<file path="config.mk">
export PLATFORM = sky130hd
export DESIGN_NAME = demux51_seq
export DESIGN_NICKNAME = d
export VERILOG_FILES = /design/src/rtl/demux51_seq.sv
export SDC_FILE = /design/constraint.sdc
export NUM_CORES = 1
export LEC_CHECK = 0
export CAP_MARGIN = 0
export CORE_MARGIN = 4
export CORE_UTILIZATION = 35
export CTS_CLUSTER_SIZE = 12
export DETAILED_ROUTE_END_ITERATION = 6
export GPL_ROUTABILITY_DRIVEN = 0
export MAX_ROUTING_LAYER = met4
export PLACE_DENSITY_LB_ADDON = 0.12
export SYNTH_ARGS = -nofsm -noshare
export SYNTH_HDL_FRONTEND = slang
export SYNTH_SLANG_ARGS = --single-unit
export TNS_END_PERCENT = 50
</file>
<file path="constraint.sdc">
create_clock -name clk -period 2 [get_ports clk]
set_input_delay 0.2 -clock clk [delete_from_list [all_inputs] [get_ports clk]]
set_output_delay 0.2 -clock clk [all_outputs]
set_load 0.01 [all_outputs]
</file>
<file path="src/rtl/demux51_seq.sv">
// ---------------------------------------------------------------------------
// demux51_seq
//
// Registered 1-to-5 demultiplexer. This is the receiving end of the 5:1 select
// tree. A serial data bit is steered onto one of five lane flops, either by an
// explicit 3-bit select (direct mode) or by an internal scan counter (scan
// mode). In scan mode five consecutive valid bits are reassembled into a word.
// Each finished word is handed downstream with a one-cycle valid strobe.
//
// Ports:
//   clk        in   1  single clock, rising edge
//   rst        in   1  synchronous, active-high reset
//   din        in   1  serial data bit
//   din_valid  in   1  qualifies din; nothing changes while low
//   mode       in   1  0 = direct select, 1 = scan (auto-index)
//   s          in   3  lane select, direct mode only (1xx all map to lane 4)
//   y          out  5  lane register, bit k = last bit routed to lane k
//   idx        out  3  current scan position, 0..4
//   word       out  5  last completed scan word, bit k = bit taken at index k
//   word_valid out  1  one-cycle pulse whenever word is updated
// ---------------------------------------------------------------------------
module demux51_seq (
  input  logic       clk,
  input  logic       rst,
  input  logic       din,
  input  logic       din_valid,
  input  logic       mode,
  input  logic [2:0] s,
  output logic [4:0] y,
  output logic [2:0] idx,
  output logic       word_valid,
  output logic [4:0] word
);

  // The previous-mode register is kept as a two-state enum. A mode change is
  // simply "the mode input differs from the registered mode".
  typedef enum logic {
    MODE_DIRECT = 1'b0,
    MODE_SCAN   = 1'b1
  } mode_e;

  localparam logic [2:0] LAST_IDX = 3'd4;

  mode_e      mode_q,       mode_d;
  logic [4:0] y_q,          y_d;
  logic [2:0] idx_q,        idx_d;
  logic [4:0] word_q,       word_d;
  logic       word_valid_q, word_valid_d;

  logic       mode_change;
  logic [2:0] lane;
  logic [2:0] scan_pos;

  // Lane decode mirrors the mux select tree: 000..011 pick lanes 0..3 and
  // any select with the top bit set lands on lane 4, so no value is illegal.
  always_comb begin
    lane = 3'd0;
    if (s[2]) begin
      lane = 3'd4;
    end else begin
      lane = {1'b0, s[1:0]};
    end
  end

  // Mode bookkeeping and the effective scan position. On a mode change the
  // partial frame is thrown away, so the bit arriving this cycle (if any) is
  // treated as index 0. The same applies if the counter somehow sits at an
  // unreachable value 5..7, which keeps the frame alignment self-healing.
  always_comb begin
    mode_d      = mode ? MODE_SCAN : MODE_DIRECT;
    mode_change = (mode_d != mode_q);
    scan_pos    = idx_q;
    if (mode_change || (idx_q > LAST_IDX)) begin
      scan_pos = 3'd0;
    end
  end

  // Next-state logic for the datapath. Everything holds by default and the
  // word strobe drops by default. That makes it a single-cycle pulse even when
  // din_valid stays high straight into the next frame. Only a valid bit moves
  // the lanes or the counter. A mode change on its own just rewinds idx and
  // leaves word untouched.
  always_comb begin
    y_d          = y_q;
    idx_d        = idx_q;
    word_d       = word_q;
    word_valid_d = 1'b0;

    if (mode_change) begin
      idx_d = 3'd0;
    end

    if (din_valid) begin
      if (mode_d == MODE_DIRECT) begin
        y_d[lane] = din;
      end else begin
        y_d[scan_pos] = din;
        if (scan_pos == LAST_IDX) begin
          // Lanes 0..3 still hold this frame's earlier bits, and the 5th bit
          // comes straight from din, so the word is ready on the same edge.
          word_d       = {din, y_q[3:0]};
          word_valid_d = 1'b1;
          idx_d        = 3'd0;
        end else begin
          idx_d = scan_pos + 3'd1;
        end
      end
    end
  end

  // State register. Reset wins over everything, including a valid bit and a
  // mode change. A frame in progress is dropped silently, with no strobe.
  always_ff @(posedge clk) begin
    if (rst) begin
      mode_q       <= MODE_DIRECT;
      y_q          <= 5'd0;
      idx_q        <= 3'd0;
      word_q       <= 5'd0;
      word_valid_q <= 1'b0;
    end else begin
      mode_q       <= mode_d;
      y_q          <= y_d;
      idx_q        <= idx_d;
      word_q       <= word_d;
      word_valid_q <= word_valid_d;
    end
  end

  assign y          = y_q;
  assign idx        = idx_q;
  assign word       = word_q;
  assign word_valid = word_valid_q;

endmodule

</file>
==> key figures <==
Yosys
  – Flops & latches, synth: 15
  – Number of synthesized flops with an enable pin: 0
  – Yosys warning total: 0
  – Post-synth ARST share: 0
  – Mean Syn Cell Area: 9.05 um^2
  – Post-Syn Area: 778 um^2
  – Share of the synthesized area in the top cell type: 0.386
  – Netlist cell types: 33
  – Area leader, netlist: dfxtp_1
  – Top FF cell, synth: dfxtp_1
  – Largest cells by area after synthesis: dfxtp_1, mux2i_1, nor2_1, o21ai_0, nand3b_1
  – Synthesized instance count: 86
  – Synthesized net count: 96
  – Seq/Total Area, Yosys: 0.386

Setup path
  – CP arrival: 1.97 ns
  – Required time worst endpoint: 2.18 ns
  – Setup crit end kind: flop
  – Critical path fanouts, max: 6
  – Crit Path Class: reg -> reg
  – CP Launch Type: flop

Place
  – Placed instance area: 1050 um^2
  – I/O Buffers: 21
  – Dpl ws: -0.0342 ns
  – HPWL after DPL: 1300 um

Timing
  – Setup ws final: 0.210 ns
  – Final Skew: 0.00576 ns
  – Worst Tran Pin Value: 0.380 ns
  – Relative slew margins: 0.743
  – F_max: 559 MHz
  – Final Hold Viols: 0
  – Tcrit/Tclk final: 0.895
  – Unrepaired setup endpoints after global routing: false
  – Final setup vio count: 0
  – Hold_ws: 0.497 ns
  – Slew Viols, Final: 0
  – Min Tclk post-route: 1.79 ns

Finish
  – Final core occ: 0.526
  – Synthesis-to-layout area growth: 38.1%
  – Final net count: 125
  – # diodes: 0
  – Finished Cell Area: 1070 um^2
  – Commonest non-fill, non-tap cell in the layout: clkdlybuf4s50_1
  – Most frequent cells in the layout: clkdlybuf4s50_1, dfxtp_1, nor2_1
  – Share of cells above drive strength 1: 0.132

Run status
  – Run status: finished, final reports clean

Die
  – Chip Width: 55.2 um
  – Core area: 2040 um^2
  – # rows: 16
  – Io pins: 22
  – Die area: 3040 um^2
  – Initial core utilization: 0.381
  – Chip Height: 55.2 um

Clock network
  – Root buf cell: clkbuf_4
  – CTS buffer count: 3
  – Clock Latency Late Sink: 0.28 ns
  – Post CTS Setup Buffer Count: 0
  – Clk slew on worst S/H paths: 0.10 ns
  – CTS tree: yes
  – CTS Sinks: 15
  – Resized cells post-CTS: 0
  – Clock buffer depth: 2
  – # hold bufs at CTS: 0
  – Htree depth: 1

Routing
  – Vias: 702
  – DRT iter0 DRCs: 32
  – Routed Antenna Nets: 0
  – TritonRoute pass-1 iters: 4
  – DRC errors left: 0
  – Drt wl/cell: 12.1 um
  – Post-Route WL: 1700 um
  – Vias/cell: 4.98

GRT
  – Met3 Use GR: 0.0268
  – Initial antenna violation count: 0
  – Gr usage total: 0.134
  – Vias in the first global route: 635
  – Met1 Track Usage GR: 0.186
  – GRT overflow: 0
  – Largest net degree at the start of global routing: 12
  – GRT busiest layer: met2
  – Global-route wire length before repair: 2850 um
  – Met2 Use GR: 0.189

Power
  – Final Power: 0.000566 W
  – VDD IR-drop max: 0.000266 V
  – Power Density: 526 nW/um^2
  – Lkg Pwr: 0.448 nW

Job
  – Max Cap Viol: 0

Worst hold path
  – Hold Crit Class: reg -> reg
==> metrics by stage <==
stage | instances | TNS, ns
final | 141 | 0
after global routing | 141 | 0
after CTS | 141 | 0
after detailed placement | 137 | -0.126
after global placement | 137 | 0
after floorplan | 86 | 0
==> final timing paths <==
kind,start,endpoint,slack [ns],cells past startpoint
max,mode_q,word[3],0.21,7
min reg2reg,word[4],word[4],0.50,2
min,word[4],word[4],0.50,2
max reg2reg,mode_q,word[3],0.21,7
==> synth_stat cells (all sizes together) (3+ instances only) <==
cell and number:
o21ai 7, nand3b 4, dfxtp 15, nand2 5, a32oi 3, nor2 10
mux2i 6, nor2b 3, inv 5
==> layer usage <==
metal	share of wire	wire, um
met1	0.53	893
met4	0.0053	9
met5	0	0
met2	0.41	700
met3	0.056	96
==> report_power, final <==
part / leakage, nW / switching [W] / internal [W]
clock network: 0.0150 / 0.0000982 / 0.0000772
registers: 0.122 / 0.00000491 / 0.000304
logic: 0.312 / 0.0000376 / 0.0000440
total: 0.448 / 0.000141 / 0.000425
==> cells by family after synthesis <==
group                      count (synthesis)  share of synthesized area
adders and majority gates                  2                     0.0321
muxes                                      6                     0.0772
AOI/OAI and AO/OA                         17                      0.143
buffers and inverters                      8                     0.0482
and+or+nand+nor                           36                      0.281
DFF                                       15                      0.386
xor gates and xnor gates                   2                     0.0322
==> state kept, by name, summed over array words and instances (netlist names) <==
register,flops
mode_q,1
word,5
idx,3
word_valid,1
y,5
==> critical path: stages, from the launching register on <==
cell	delay [ns]
dfxtp_1	0.47
xnor2_2	0.16
nand2_1	0.09
or2_2	0.29
ha_1	0.24
nand4_2	0.17
mux2i_1	0.21
nor2_1	0.05
==> final cells by class <==
cell class	instances	area (um^2)
Fill cell	204	967
Tap cell	27	33.8
Clock buffer	4	26.3
Timing Repair Buffer	27	255
Inverter	5	18.8
Multi-Input combinational cell	63	440
Sequential cell	15	300
Note: power is estimated with default switching activity, not from simulation.
